## src/rtl/audio_pdm_tx.sv

```systemverilog
// audio_pdm_tx: playback-side PDM transmitter for the audio link.
//
// Buffers signed audio samples in a small FIFO (valid/ready push side) and
// turns the current sample into a 1-bit first-order sigma-delta stream. One
// PDM step is taken every STEP_PERIOD clocks. A new sample is taken from the
// FIFO every STEPS_PER_SAMPLE steps.
//
// Optional build macro: PDM_DITHER_EN. When it is defined, a 16-bit Galois
// LFSR supplies a carry-in to the accumulator to break up idle tones.
//
// Ports:
//   clk_in             system clock (clk_m domain)
//   rst_in             asynchronous, active-high reset
//   enable_in          run the modulator; low parks it in idle
//   sample_in          signed audio sample (two's complement)
//   sample_valid_in    sample_in is valid
//   sample_ready_out   FIFO can accept a sample this cycle
//   clear_underrun_in  clears the sticky underrun flag
//   pdm_out            PDM bit
//   pdm_step_out       one-cycle pulse on the cycle pdm_out updates
//   underrun_out       sticky: FIFO was empty at a sample boundary
//   fifo_count_out     FIFO occupancy
module audio_pdm_tx #(
  parameter int unsigned SAMPLE_W         = 8,
  parameter int unsigned FIFO_DEPTH       = 8,
  parameter int unsigned STEP_PERIOD      = 32,
  parameter int unsigned STEPS_PER_SAMPLE = 256
) (
  input  logic                          clk_in,
  input  logic                          rst_in,
  input  logic                          enable_in,
  input  logic [SAMPLE_W-1:0]           sample_in,
  input  logic                          sample_valid_in,
  output logic                          sample_ready_out,
  input  logic                          clear_underrun_in,
  output logic                          pdm_out,
  output logic                          pdm_step_out,
  output logic                          underrun_out,
  output logic [$clog2(FIFO_DEPTH):0]   fifo_count_out
);

  localparam int unsigned PtrW  = $clog2(FIFO_DEPTH);
  localparam int unsigned CntW  = PtrW + 1;
  localparam int unsigned StepW = (STEP_PERIOD > 1) ? $clog2(STEP_PERIOD) : 1;
  localparam int unsigned SampW = (STEPS_PER_SAMPLE > 1) ? $clog2(STEPS_PER_SAMPLE) : 1;

  localparam logic [StepW-1:0] StepLast = StepW'(STEP_PERIOD - 1);
  localparam logic [SampW-1:0] SampLast = SampW'(STEPS_PER_SAMPLE - 1);
  localparam logic [CntW-1:0]  DepthCnt = CntW'(FIFO_DEPTH);

  typedef enum logic [1:0] {
    StIdle,
    StPrime,
    StRun
  } state_e;

  // ---------------------------------------------------------------------------
  // Sample FIFO
  // ---------------------------------------------------------------------------
  logic [SAMPLE_W-1:0] mem_q [FIFO_DEPTH];
  logic [PtrW-1:0]     wr_ptr_q;
  logic [PtrW-1:0]     rd_ptr_q;
  logic [CntW-1:0]     count_q;
  logic [CntW-1:0]     count_d;
  logic                fifo_empty;
  logic                push;
  logic                pop;
  logic [SAMPLE_W-1:0] head;

  // ---------------------------------------------------------------------------
  // Modulator state
  // ---------------------------------------------------------------------------
  state_e              state_q;
  logic [StepW-1:0]    step_cnt_q;
  logic [SampW-1:0]    samp_cnt_q;
  logic [SAMPLE_W-1:0] acc_q;
  logic [SAMPLE_W-1:0] cur_q;
  logic [SAMPLE_W-1:0] cur_u;
  logic [SAMPLE_W:0]   sum;
  logic                carry_in;
  logic                at_step;
  logic                at_boundary;
  logic                prime_pop;
  logic                underrun_set;

  // Ready depends on the registered count only, so a full FIFO stays not-ready
  // even in a cycle where a pop is about to free an entry.
  assign sample_ready_out = (count_q < DepthCnt);
  assign fifo_count_out   = count_q;
  assign fifo_empty       = (count_q == '0);
  assign head             = mem_q[rd_ptr_q];

  assign push = sample_valid_in && sample_ready_out;

  assign at_step      = (state_q == StRun) && enable_in && (step_cnt_q == StepLast);
  assign at_boundary  = at_step && (samp_cnt_q == SampLast);
  assign prime_pop    = (state_q == StPrime) && enable_in && !fifo_empty;
  // Pops are gated by the registered count, so a word pushed in the same cycle
  // as a boundary on an empty FIFO is stored rather than consumed.
  assign pop          = prime_pop || (at_boundary && !fifo_empty);
  assign underrun_set = at_boundary && fifo_empty;

  always_comb begin
    count_d = count_q;
    unique case ({push, pop})
      2'b10:   count_d = count_q + CntW'(1);
      2'b01:   count_d = count_q - CntW'(1);
      default: count_d = count_q;
    endcase
  end

  // Storage has no reset; the pointers and count define what is valid.
  always_ff @(posedge clk_in) begin
    if (push && !rst_in) begin
      mem_q[wr_ptr_q] <= sample_in;
    end
  end

  // Pointers wrap naturally because FIFO_DEPTH is a power of two.
  always_ff @(posedge clk_in or posedge rst_in) begin
    if (rst_in) begin
      wr_ptr_q <= '0;
      rd_ptr_q <= '0;
      count_q  <= '0;
    end else begin
      if (push) begin
        wr_ptr_q <= wr_ptr_q + PtrW'(1);
      end
      if (pop) begin
        rd_ptr_q <= rd_ptr_q + PtrW'(1);
      end
      count_q <= count_d;
    end
  end

  // ---------------------------------------------------------------------------
  // Sigma-delta datapath
  // ---------------------------------------------------------------------------
  // Signed sample to offset binary: flipping the sign bit maps the most
  // negative code to 0 and the most positive code to all-ones.
  assign cur_u = {~cur_q[SAMPLE_W-1], cur_q[SAMPLE_W-2:0]};
  assign sum   = {1'b0, acc_q} + {1'b0, cur_u} + (SAMPLE_W + 1)'(carry_in);

`ifdef PDM_DITHER_EN
  logic [15:0] lfsr_q;

  always_ff @(posedge clk_in or posedge rst_in) begin
    if (rst_in) begin
      lfsr_q <= 16'hACE1;
    end else if (at_step) begin
      lfsr_q <= lfsr_q[0] ? ((lfsr_q >> 1) ^ 16'hB400) : (lfsr_q >> 1);
    end
  end

  assign carry_in = lfsr_q[0];
`else
  assign carry_in = 1'b0;
`endif

  // ---------------------------------------------------------------------------
  // Control FSM with registered outputs
  // ---------------------------------------------------------------------------
  always_ff @(posedge clk_in or posedge rst_in) begin
    if (rst_in) begin
      state_q      <= StIdle;
      step_cnt_q   <= '0;
      samp_cnt_q   <= '0;
      acc_q        <= '0;
      cur_q        <= '0;
      pdm_out      <= 1'b0;
      pdm_step_out <= 1'b0;
      underrun_out <= 1'b0;
    end else begin
      pdm_step_out <= 1'b0;

      // A set in the same cycle as a clear takes priority.
      if (underrun_set) begin
        underrun_out <= 1'b1;
      end else if (clear_underrun_in) begin
        underrun_out <= 1'b0;
      end

      unique case (state_q)
        StIdle: begin
          step_cnt_q <= '0;
          samp_cnt_q <= '0;
          acc_q      <= '0;
          pdm_out    <= 1'b0;
          if (enable_in) begin
            state_q <= StPrime;
          end
        end

        StPrime: begin
          if (!enable_in) begin
            state_q <= StIdle;
          end else if (!fifo_empty) begin
            cur_q      <= head;
            step_cnt_q <= '0;
            samp_cnt_q <= '0;
            state_q    <= StRun;
          end
        end

        StRun: begin
          if (!enable_in) begin
            state_q    <= StIdle;
            step_cnt_q <= '0;
            samp_cnt_q <= '0;
            acc_q      <= '0;
            pdm_out    <= 1'b0;
          end else if (step_cnt_q == StepLast) begin
            step_cnt_q   <= '0;
            acc_q        <= sum[SAMPLE_W-1:0];
            pdm_out      <= sum[SAMPLE_W];
            pdm_step_out <= 1'b1;
            if (samp_cnt_q == SampLast) begin
              samp_cnt_q <= '0;
              // The boundary step still used the old sample; the new one
              // (or midscale on underrun) applies from the next step.
              cur_q      <= fifo_empty ? '0 : head;
            end else begin
              samp_cnt_q <= samp_cnt_q + SampW'(1);
            end
          end else begin
            step_cnt_q <= step_cnt_q + StepW'(1);
          end
        end

        default: begin
          state_q <= StIdle;
        end
      endcase
    end
  end

endmodule

```

## config.mk

```make
export PLATFORM = sky130hd
export DESIGN_NAME = audio_pdm_tx
export DESIGN_NICKNAME = d
export VERILOG_FILES = /design/src/rtl/audio_pdm_tx.sv
export SDC_FILE = /design/constraint.sdc
export NUM_CORES = 1
export LEC_CHECK = 0
export BUFFER_PORTS_ARGS = -buffer_cell sky130_fd_sc_hd__buf_4
export CAP_MARGIN = 20
export CORE_MARGIN = 2
export CORE_UTILIZATION = 61
export DETAILED_ROUTE_END_ITERATION = 6
export PLACE_DENSITY = 0.82
export SLEW_MARGIN = 10
export SYNTH_ARGS = -nofsm -noshare
export SYNTH_HDL_FRONTEND = slang
export SYNTH_SLANG_ARGS = --single-unit
export TNS_END_PERCENT = 1
```

## constraint.sdc

```tcl
create_clock -name clk_in -period 3.3 [get_ports clk_in]
set_clock_uncertainty 0.05 [all_clocks]
set_input_delay 0.165 -clock clk_in [delete_from_list [all_inputs] [get_ports clk_in]]
set_output_delay 0.165 -clock clk_in [all_outputs]
set_load 0.02 [all_outputs]
```

Yosys cells after proc, flatten, opt, wreduce, memory -nomap -nowiden

Memories as Yosys holds them, arrays and structs flattened.
Index checks and enable logic that the tools add are counted.

Register bits: 44
Memory bits (writable): 64
Memories kept: 1
Output and inout port bits: 8
Input bits: 13
Word-level logic and storage cells: 97

Bitwise logic cells: 1
Equality and inequality tests: 15
Mux-type cells: 37
Reduce and logical (&&, ||, !) cells: 24
Magnitude comparators: 1
Add/sub/neg operators: 7

Memories:

| name  | depth | width | rd ports | clocked after memory_dff | wr ports | line | source |
|---|---|---|---|---|---|---|---|
| mem_q | 8     | 8     | 1        | 0                        | 1        | 60   | `logic [SAMPLE_W-1:0] mem_q [FIFO_DEPTH];` |

Operators by type and width:

| cell                  | count |
|---|---|
| $mux W8               | 13 |
| $pmux W8 S2           | 2 |
| $pmux W8 S3           | 1 |
| $mux W5               | 4 |
| $pmux W5 S3           | 1 |
| $ne A2 B2 Y1 const B  | 5 |
| $add A8 B8 Y9         | 1 |
| $logic_and A1 B1 Y1   | 9 |
| $mux W1               | 9 |
| $add A8 B1 Y8 const B | 1 |
| $eq A8 B8 Y1 const B  | 1 |
| $mux W2               | 4 |
| $pmux W4 S2           | 1 |
| $reduce_bool A2 Y1    | 4 |
| $add A3 B1 Y3 const B | 2 |
| $pmux W2 S3           | 1 |
| $reduce_and A3 Y1     | 2 |
| $reduce_and A6 Y1     | 1 |
| $add A5 B1 Y5 const B | 1 |
| $eq A5 B5 Y1 const B  | 1 |
| $add A4 B1 Y4 const B | 1 |
| $eq A2 B1 Y1 const B  | 2 |
| $eq A2 B2 Y1 const B  | 2 |
| $logic_not A4 Y1      | 1 |
| other kinds (13)      | 15 |

Longest topological paths before layout

Gate-level depths: netlist of the first run.

Word-level depth: 8
Mapped depth: 13
Mapped depth without buffers: 13

Least setup slack after synthesis of the first run

Ideal clock, no wire load.

Kind: register to register
From: register step_cnt_q[0]
To: register count_q[3] (netlist: fifo_count_out[3])
Setup time: 128 ps
Buffers on the path: 0
Slack: 666 ps
Period minus slack after synthesis: 2634 ps
Data required time: 3122 ps
Arrival: 2456 ps
Stages on the path, launching flop included: 14
Cells stage by stage: dfrtp_1 -> ha_1 -> and3_1 -> ha_1 -> and4b_1 -> nand4_2 -> a21oi_2 -> ha_1 -> ha_1 -> a21o_1 -> a21oi_1 -> xnor2_1 -> nor2_1 -> xnor2_1

Word-level cells in the longest chain between the ends: 7
Elaborated cells on any way between the ends: 9
Classes of those cells: 3 x eq/ne; 1 x mux; 5 x reduce/logical

Ends and longest elaborated chain:

| element                                                  | line | source |
|---|---|---|
| start: declaration                                       | 74   | `logic [StepW-1:0] step_cnt_q;` |
| start signal: assignment                                 | 226  | `step_cnt_q <= step_cnt_q + StepW'(1);` |
| $eq A5 B5 Y1 (*)                                         | 95   | `assign at_step = (state_q == StRun) && enable_in && (step_cnt_q == StepLast);` |
| $logic_and A1 B1 Y1 (*)                                  | 95   |  |
| $logic_and A1 B1 Y1 (*)                                  | 96   | `assign at_boundary = at_step && (samp_cnt_q == SampLast);` |
| $logic_and A1 B1 Y1 (*)                                  | 100  | `assign pop = prime_pop \|\| (at_boundary && !fifo_empty);` |
| $logic_or A1 B1 Y1 (*)                                   | 100  |  |
| named net pop                                            | 67   | `logic pop;` |
| $eq A2 B1 Y1 / $eq A2 B2 Y1 (equally long branches)      | 105  | `unique case ({push, pop})` |
| $pmux W4 S2 / $reduce_bool A2 Y1 (equally long branches) | n/a  |  |
| end signal: assignment                                   | 132  | `count_q <= count_d;` |
| end: declaration                                         | 63   | `logic [CntW-1:0] count_q;` |

The timed path passes the listed nets; every way through them passes the cells marked *.
A chain may end at the register's enable or synchronous reset.

Worst setup path in the final report of the first run

Ends and elaborated chain as after synthesis.

==> impl_results.md, run 1 <==
- Net count of the mapped netlist: 369
- Pin count of the biggest net entering global routing: 46
- Maximum clock path buffer count: 2
- Power share of the clock group: 0.219
- First-pass iteration count of the detailed router: 4
- Setup total negative slack: 0 ps
- Min-delay worst type: in -> reg
- CTS tree: built
- Vias in the first global route: 2,850
- Combined buffer and inverter count along the critical path: 0
- Layout cell share with drive strength beyond 1: 0.188
- Time the final worst path needs with I/O delays and setup: 2970 ps
- Worst reg2reg startpoint: step_cnt_q[0]
- Status: completed
- Critical Path End Type: register
- Area growth from synthesis to layout: 12.1%
- CP Launch Type: register
- Final Hold Viols: 0
- Area of the mapped netlist: 4860 sq um
- Number of buffers added by the clock tree synthesis step: 9
- Overall Global Routing Usage: 0.210
- Critical Path Most Common Cell: ha_1
- Post-synthesis cell type count: 54
- Worst reg2reg setup slack: 330 ps
- Pleak: 2.18 nW
- Top cell family by delay on the critical path: adder cells
- Proportion of netlist area held by the largest area contributor: 0.395
- GRT Residual Overflow: 0
- Transition time at the pin with the least slew margin: 822 ps
- Number of rows created at floorplan: 32
- Final clock period utilization by the worst path: 0.900
- Worst path slowest cell: dfrtp_1
- Most used DFF post-synth: edfxtp_1
- Mean post-synth cell area: 14.4 sq um
- Hold_sp: sample_valid_in
- Path length in cells of the critical path: 13
- Worst Hold Depth: 4
- DP Wirelength: 5560 microns
- Antenna Violating Nets Remaining: 0
- Max-slew violation count: 0
- Maximum ir drop on the vdd rail: 0.446 mV
- Worst relative slew slack: 0.450
- Die Wd: 93.3 microns
- IO Pins: 21
- H-tree level count: 3
- Leading cell types by total area after synthesis: edfxtp_1, dfrtp_1, mux4_2, ha_1, mux4_1
- Overall die area: 8700 sq um
- Worst reg2reg endpoint: fifo_count_out[3]
- Flip-flop and latch count after synthesis: 108
- Worst-case reg-to-reg path depth: 13
- Post-synth EDFFs: 64
- Antenna cell count: 0
- Total of buffers placed on input and output ports: 20
- Initial antenna violation count: 0
- Min-Delay Endpoint: wr_ptr_q[2]
- GP Congestion: 0.770
- Sw Ratio: 0.338
- Global-route wire length before repair: 13,700 microns
- Peak clock frequency supported by timing: 337 MHz
- Clock Root Buffer: clkbuf_8
- Chip height: 93.3 microns
- Unrepaired setup endpoints after global routing: false
- Sum of internal, switching and leakage power: 0.00370 W
- DRC viols: 0
- Asr flop ratio synth: 0.407
- Highest cell delay on the worst timing path: 420 ps
- Cell Int Power: 0.00245 W
- Worst skew pair latency: 370 ps
- WP data arrival: 3190 ps
- Share of total power in combinational logic: 0.300
- Areal power density over the cells: 679 nW/um^2
- Post-detailed-route wirelength per cell: 17.2 microns
- Summed area of non-filler cells in the final layout: 5450 sq um
- Final Setup Violations: 0
- Count of synthesis-stage warnings from yosys: 0
- Maximum net fanout on the critical path: 4
- Count of buffers added by post-CTS timing repair for setup: 0
- Max-cap viol count: 0
- Total vias in the final route: 2,813
- Post-place setup slack: 354 ps
- Fin worst setup slack: 330 ps
- Cell type contributing the most total cell area after synthesis: edfxtp_1
- Power dissipated by switching net loads: 0.00125 W
- Initial core utilization: 0.629
- Number of nets in the final layout: 410
- Total core area: 7730 sq um
- Reg clk slew, reported paths: 110 ps
- TritonCTS Sinks: 108
- Iteration-0 DRC Markers: 149
- Avg Vias per Cell: 5.79
- Worst setup path class: reg -> reg
- Sequential fraction of the synthesis area: 0.622
- Mapped Cells: 338
- Wire length after detailed routing: 8370 microns
- Instance area after placement: 5130 sq um
- Cells along the critical path: ha_1 -> and3_1 -> ha_1 -> and4b_1 -> nand4_2 -> a21oi_2 -> ha_1 -> ha_1 -> a21o_1 -> a21oi_1 -> xnor2_1 -> nor2_1 -> xnor2_1
- Required time of the critical path: 3520 ps
- Proportion of power drawn by flip-flops and latches: 0.481
[state kept, by name (all words and copies together), names as in the netlist]
name	count
rd_ptr_q	3
wr_ptr_q	3
mem_q	64
fifo_count_out	4
pdm_out	1
state_q	2
acc_q	8
cur_q	8
samp_cnt_q	8
step_cnt_q	5
pdm_step_out	1
underrun_out	1
[logic make-up after synthesis]
group | count (synthesis) | share of synthesized area
AO/OA/AOI/OAI | 52 | 0.0723
XOR/XNOR | 17 | 0.0306
adder cells (fa/ha/maj) | 18 | 0.0494
buffers and inverters | 39 | 0.0383
flip-flops | 108 | 0.622
multiplexers | 27 | 0.103
AND/OR/NAND/NOR | 77 | 0.0844
[tightest hold or removal path: cells and delay by family]
kind / cells / cell delay (ps)
and+or+nand+nor: 2 / 310
buffers and inverters: 1 / 110
xor gates and xnor gates: 1 / 60
[cell usage in the layout, fill, tap and decap left out, types with 3 or more instances in the layout]
| master | netlist | routed |
|---|---|---|
| nor3_1 | 4 | 4 |
| nand2_1 | 25 | 25 |
| nand2b_1 | 3 | 3 |
| clkinv_8 | 0 | 3 |
| and3_1 | 4 | 4 |
| o22ai_1 | 9 | 9 |
| mux4_1 | 5 | 5 |
| and2_1 | 3 | 3 |
| xnor2_1 | 7 | 7 |
| ha_1 | 16 | 16 |
| edfxtp_1 | 64 | 64 |
| o21a_1 | 4 | 4 |
| nor2_1 | 15 | 15 |
| a21oi_1 | 5 | 5 |
| inv_1 | 21 | 20 |
| a22o_1 | 7 | 7 |
| clkbuf_8 | 0 | 9 |
| dlygate4sd3_1 | 0 | 11 |
| clkinv_1 | 8 | 8 |
| mux2_2 | 10 | 10 |
| o21ai_0 | 13 | 13 |
| buf_4 | 1 | 29 |
| xor2_1 | 10 | 10 |
| nor2b_1 | 5 | 5 |
| mux4_2 | 11 | 11 |
| dfrtp_1 | 44 | 44 |
| nand3_1 | 3 | 3 |
[power groups by stage]
stage	Clock, W	Combinational [W]	Sequential, W
final	0.000811	0.00111	0.00178
after CTS	0.000825	0.00112	0.00178
after global routing	0.000879	0.00122	0.00181
after global placement	0	0.00105	0.00179
after floorplan	0	0.000920	0.00175
after detailed placement	0	0.00111	0.00181
[cells in the mapped netlist (2+ instances only)]
cell type / n
nand3_1: 3
mux4_2: 11
o21ai_0: 13
buf_6: 2
edfxtp_1: 64
nor2_1: 15
a21o_1: 2
buf_2: 4
nand2b_1: 3
o22ai_1: 9
nor4b_1: 2
a31oi_1: 2
ha_1: 16
and3_1: 4
nor2b_1: 5
dfrtp_1: 44
nand2_1: 25
fa_1: 2
and2_1: 3
o21a_1: 4
a211oi_1: 2
a22o_1: 7
nand4_1: 2
mux4_1: 5
xor2_1: 10
clkinv_1: 8
inv_1: 21
a21oi_1: 5
nor3_1: 4
xnor2_1: 7
mux2_2: 10
nor4_1: 2
[metal layers]
layer	track usage	up-vias	part of all wire
met5	0	-	0
met4	0.0650	0	0.011
met3	0.0524	12	0.045
met2	0.361	60	0.52
met1	0.265	1408	0.42
li1	-	1333	-
[stage by stage]
| step | hold WS [ps] | std cells | utilization |
|---|---|---|---|
| detailed placement | 317 | 459 | 0.664 |
| floorplan | 214 | 338 | - |
| CTS | 234 | 486 | 0.706 |
| global placement | 318 | 459 | 0.664 |
| global route | 239 | 486 | 0.706 |
| finish | 248 | 486 | 0.706 |
[cell type report]
class / count / area [sq um]
inverter: 29 / 109
fill: 495 / 2270
clock buffer: 9 / 124
tap: 102 / 128
clock inverter: 7 / 88.8
multi-input combinational: 191 / 1650
timing repair buffer: 40 / 328
sequential: 108 / 3020
[how the worst max path moves through the flow]
stage,startpoint,to,slack (ps)
floorplan,step_cnt_q[0],fifo_count_out[3],670
global placement,step_cnt_q[0],fifo_count_out[3],540
detailed placement,step_cnt_q[0],fifo_count_out[3],350
CTS,step_cnt_q[0],fifo_count_out[3],350
global route,step_cnt_q[1],fifo_count_out[3],200
finish,step_cnt_q[0],fifo_count_out[3],330
[timing repair]
item | CTS | global route
gates resized for setup | 0 | 0
hold buffers | 11 | 0
endpoints found under the hold margin | 110 | 0
Note: power is estimated with default switching activity, not from simulation.
==> run 2: changes to the inputs <==
Clock period 3.3 ns to 3.2 ns, I/O delays scaled along.
==> impl_results.md, run 2 (synthesis results as in run 1) <==
- Chip height: 93.3 microns
- Initial core utilization: 0.629
- Footprint of the multi-input gates: 1650 sq um
- Antenna cell count: 0
- IO Pins: 21
- DRC viols: 0
- CP Launch Type: register
- Power share of the clock group: 0.218
- Max-slew violation count: 0
- Hold_sp: sample_valid_in
- Power dissipated by switching net loads: 0.00127 W
- Sw Ratio: 0.334
- Die Wd: 93.3 microns
- Overall die area: 8700 sq um
- Areal power density over the cells: 694 nW/um^2
- Reg with most FFs: mem_q
- Number of nets in the final layout: 412
- Total core area: 7730 sq um
- Unrepaired setup endpoints after global routing: false
- Reg clk slew, reported paths: 110 ps
- Transition time at the pin with the least slew margin: 684 ps
- Max-cap viol count: 0
- Worst reg2reg setup slack: 260 ps
- Area growth from synthesis to layout: 12.4%
- Antenna Violating Nets Remaining: 0
- Min-Delay Endpoint: wr_ptr_q[0]
- Share of total power in combinational logic: 0.300
- Post-detailed-route wirelength per cell: 16.5 microns
- Cell Int Power: 0.00252 W
- GRT Residual Overflow: 0
- Iteration-0 DRC Markers: 138
- Critical Path Most Common Cell: ha_1
- Flip-flop count of the largest register, all copies and words added: 64
- First-pass iteration count of the detailed router: 4
- Storage element area: 3020 sq um
- WP data arrival: 3160 ps
- Min-delay worst type: in -> reg
- Number of buffers added by the clock tree synthesis step: 9
- Worst path slowest cell: dfrtp_1
- Maximum clock path buffer count: 2
- Layout cell share with drive strength beyond 1: 0.192
- Total of buffers placed on input and output ports: 20
- Worst reg2reg startpoint: step_cnt_q[1]
- Status: completed
- Origin of the worst setup path: step_cnt_q[1]
- Wire length after detailed routing: 8060 microns
- Leading cell type in the layout, fill and taps excluded: edfxtp_1
- Proportion of power drawn by flip-flops and latches: 0.482
- TritonCTS Sinks: 108
- Worst setup path class: reg -> reg
- Number of rows created at floorplan: 32
- Maximum net fanout on the critical path: 4
- Worst Hold Depth: 3
- Required time of the critical path: 3420 ps
- Global-route wire length before repair: 13,500 microns
- Cells along the critical path: ha_1 -> and3_1 -> ha_1 -> and4b_1 -> nand4_2 -> a21oi_2 -> ha_1 -> ha_1 -> a21o_1 -> a21oi_1 -> xnor2_1 -> nor2_1 -> xnor2_1
- Post-place setup slack: 282 ps
- Summed area of non-filler cells in the final layout: 5460 sq um
- Highest cell delay on the worst timing path: 400 ps
- Pleak: 2.19 nW
- Clock Root Buffer: clkbuf_8
- Final Hold Viols: 0
- Avg Vias per Cell: 5.70
- Initial antenna violation count: 0
- CTS tree: built
- Final Setup Violations: 0
- Final clock period utilization by the worst path: 0.919
- Minimum hold slack: 228 ps
- GP Congestion: 0.771
- H-tree level count: 3
- Fin worst setup slack: 258 ps
- DP Wirelength: 5480 microns
- Final instance count without filler cells: 488
- Pin count of the biggest net entering global routing: 46
- Vias in the first global route: 2,810
- Instance area after placement: 5140 sq um
- Critical Path End Type: register
- Worst skew pair latency: 370 ps
- Peak clock frequency supported by timing: 340 MHz
- Worst reg2reg endpoint: fifo_count_out[3]
- Worst relative slew slack: 0.544
- Maximum ir drop on the vdd rail: 0.496 mV
- Worst-case reg-to-reg path depth: 13
- Time the final worst path needs with I/O delays and setup: 2940 ps
- Total vias in the final route: 2,781
- Total instance count after detailed placement: 461
- Leading cell types in the layout, fill and taps excluded: edfxtp_1, dfrtp_1, buf_4, nand2_1, inv_1
- Overall Global Routing Usage: 0.210
- Layout filler cell count: 505
- Setup total negative slack: 0 ps
## run 2: cell count changes in the layout (fill, tap and decap cells not counted)
cell	change
inv_8	+1
clkinv_8	-1
buf_4	+2
## run 2: area by class of cell
cell class,count,area share
sequential,108,0.553
multi-input combinational,191,0.303
timing repair buffer,42,0.0628
tap,102,0.0234
clock buffer,9,0.0227
inverter,29,0.0199
clock inverter,7,0.0153
## run 2: timing repair
| item | in CTS | in global routing |
|---|---|---|
| resized for setup | 0 | 0 |
| buffers inserted | 0 | 0 |
| hold buffers | 11 | 0 |
| endpoints found under the hold margin | 110 | 0 |
## run 2: power by group through the flow
stage / combinational, W / sequential, W / clock (W)
finish: 0.00114 / 0.00183 / 0.000826
global route: 0.00127 / 0.00186 / 0.000897
CTS: 0.00115 / 0.00183 / 0.000838
detailed placement: 0.00113 / 0.00186 / 0
global placement: 0.00109 / 0.00185 / 0
floorplan: 0.000949 / 0.00181 / 0
## run 2: per-layer routing
layer | GRT usage | share of wire | up-vias
li1 | - | - | 1337
met1 | 0.262 | 0.43 | 1403
met2 | 0.366 | 0.53 | 32
met3 | 0.0524 | 0.036 | 9
met4 | 0.0564 | 0.011 | 0
met5 | 0 | 0 | -
## run 2: worst max path at each step
stage	endpoint	depth (start not counted)
CTS	fifo_count_out[3]	13
global route	fifo_count_out[3]	13
finish	fifo_count_out[3]	13
floorplan	fifo_count_out[3]	13
detailed placement	fifo_count_out[3]	13
global placement	fifo_count_out[3]	13
## run 2: through the flow
step / util / total power [W]
6_report: 0.707 / 0.00379
3_3_place_gp: 0.666 / 0.00294
3_5_place_dp: 0.666 / 0.00299
5_1_grt: 0.707 / 0.00402
2_1_floorplan: - / 0.00275
4_1_cts: 0.707 / 0.00382
## run 2: worst max-delay path, delay by kind of cell (launching register included)
kind / cells / cell delay, ps
adders and majority gates: 4 / 910
xor gates and xnor gates: 2 / 260
AOI/OAI and AO/OA: 3 / 610
and+or+nand+nor: 4 / 610
DFF: 1 / 400
==> run 3: changes to the inputs <==
Settings changed: CORE_UTILIZATION 61 to 32, PLACE_DENSITY 0.82 to 0.5.
==> impl_results.md, run 3 (synthesis results as in run 1) <==
- Final core utilization: 0.377
- Maximum ir drop on the vdd rail: 0.367 mV
- Total vias in the final route: 2,777
- Footprint of the multi-input gates: 1680 sq um
- Total core area: 15,000 sq um
- Peak clock frequency supported by timing: 346 MHz
- IO Pins: 21
- Pin count of the biggest net entering global routing: 45
- Overall Global Routing Usage: 0.120
- First-pass iteration count of the detailed router: 4
- Worst-case reg-to-reg path depth: 13
- Flip-flop count of the largest register, all copies and words added: 64
- Leading cell types in the layout, fill and taps excluded: edfxtp_1, dfrtp_1, buf_4, nand2_1, inv_1
- Sum of internal, switching and leakage power: 0.00410 W
- Number of buffers added by the clock tree synthesis step: 9
- Transition time at the pin with the least slew margin: 792 ps
- H-tree level count: 3
- Initial antenna violation count: 0
- Setup total negative slack: 0 ps
- Unrepaired setup endpoints after global routing: false
- Worst relative slew slack: 0.472
- DRC viols: 0
- Final Hold Viols: 0
- Final instance count without filler cells: 572
- GRT Residual Overflow: 0
- Worst reg2reg setup slack: 310 ps
- Time the final worst path needs with I/O delays and setup: 2890 ps
- Global-route wire length before repair: 14,900 microns
- Chip height: 127 microns
- Vias in the first global route: 2,843
- GP Congestion: 0.761
- Maximum clock path buffer count: 2
- CP Launch Type: register
- Critical Path End Type: register
- Number of rows created at floorplan: 45
- Final clock period utilization by the worst path: 0.904
- Worst reg2reg startpoint: step_cnt_q[0]
- Layout filler cell count: 1,410
- Worst setup path class: reg -> reg
- Post-detailed-route wirelength per cell: 15.7 microns
- Status: completed
- Number of nets in the final layout: 411
- Final Setup Violations: 0
- Total instance count after detailed placement: 547
- Avg Vias per Cell: 4.85
- Wire length after detailed routing: 8990 microns
- Min-delay worst type: in -> reg
- Storage element area: 3020 sq um
- Max-cap viol count: 0
- WP data arrival: 3090 ps
- Min-Delay Endpoint: state_q[1]
- Iteration-0 DRC Markers: 123
- Areal power density over the cells: 723 nW/um^2
- Clock Root Buffer: clkbuf_16
- Reg clk slew, reported paths: 70 ps
- Total of buffers placed on input and output ports: 20
- Worst Hold Depth: 2
- Leading cell type in the layout, fill and taps excluded: edfxtp_1
- Pleak: 2.22 nW
- Worst reg2reg endpoint: fifo_count_out[3]
- DP Wirelength: 5850 microns
- Hold_sp: enable_in
- Required time of the critical path: 3390 ps
- Max-slew violation count: 0
- Overall die area: 16,200 sq um
- Worst skew pair latency: 350 ps
- Maximum net fanout on the critical path: 4
- CTS tree: built
- Area growth from synthesis to layout: 16.6%
- TritonCTS Sinks: 108
- Antenna Violating Nets Remaining: 0
- Layout cell share with drive strength beyond 1: 0.198
- Die Wd: 127 microns
- Initial core utilization: 0.323
- Antenna cell count: 0
- Count of buffers added by post-CTS timing repair for setup: 0
- Reg with most FFs: mem_q
==> run 3: cell count changes in the layout (fill, tap and decap cells not counted), moves of 2 or more <==
cell and delta:
nor4b_2 +2, clkinv_8 -2, clkbuf_16 +9, nor4_2 +2, nor4_1 -2, clkinvlp_4 +2, inv_8 -2, nor4b_1 -2
clkbuf_8 -9
==> run 3: metrics by stage <==
stage          worst slack [ps]  hold slack (ps)  area [sq um]
6_report                    306             48.6          5670
5_1_grt                    71.7             41.4          5670
4_1_cts                     278             34.2          5670
3_5_place_dp                316              334          5280
3_3_place_gp                409              334          5280
2_1_floorplan               566              209          4860
==> run 3: cell type report <==
class / count / area share
flip-flops and latches: 108 / 0.533
multi-input cells: 191 / 0.296
repair buffers: 41 / 0.0587
well taps: 188 / 0.0415
clock buffers: 10 / 0.0404
inverters: 29 / 0.0192
clock inverters: 5 / 0.0108
==> run 3: where the power goes <==
| part | total (W) | leakage (nW) | switching [W] | internal (W) |
|---|---|---|---|---|
| combinational | 0.00114 | 0.931 | 0.000576 | 0.000568 |
| clock | 0.00111 | 0.136 | 0.000498 | 0.000607 |
| sequential | 0.00185 | 1.15 | 0.000207 | 0.00164 |
==> run 3: worst max-delay path, cell delays in order, from the launching register on <==
cell and delay, ps:
dfrtp_1 400, ha_1 180, and3_1 160, ha_1 190, and4b_1 250, nand4_2 130
a21oi_2 280, ha_1 250, ha_1 250, a21o_1 170, a21oi_1 160, xnor2_1 130
nor2_1 70, xnor2_1 120
==> run 3: worst max-delay path by stage <==
stage | startpoint | end | slack (ps) | cells past startpoint
2_1_floorplan | step_cnt_q[0] | fifo_count_out[3] | 570 | 13
3_3_place_gp | step_cnt_q[0] | fifo_count_out[3] | 410 | 13
3_5_place_dp | step_cnt_q[0] | fifo_count_out[3] | 320 | 13
4_1_cts | step_cnt_q[0] | fifo_count_out[3] | 280 | 13
5_1_grt | step_cnt_q[0] | fifo_count_out[3] | 70 | 13
6_report | step_cnt_q[0] | fifo_count_out[3] | 310 | 13
==> run 3: what timing repair did <==
action	4_1_cts	5_1_grt
gates resized for setup	0	0
hold buffers	10	0
endpoints found under the hold margin	70	0
setup endpoints to repair	0	0
==> run 3: layer usage <==
metal  part of all wire  routed length, microns  GRT usage  vias to the layer above
li1                   -                       -          -                     1334
met1               0.47                    4230      0.156                     1407
met2               0.49                    4380      0.195                       26
met3              0.031                     282     0.0369                       10
met4              0.011                     100     0.0330                        0
met5                  0                       0          0                        -
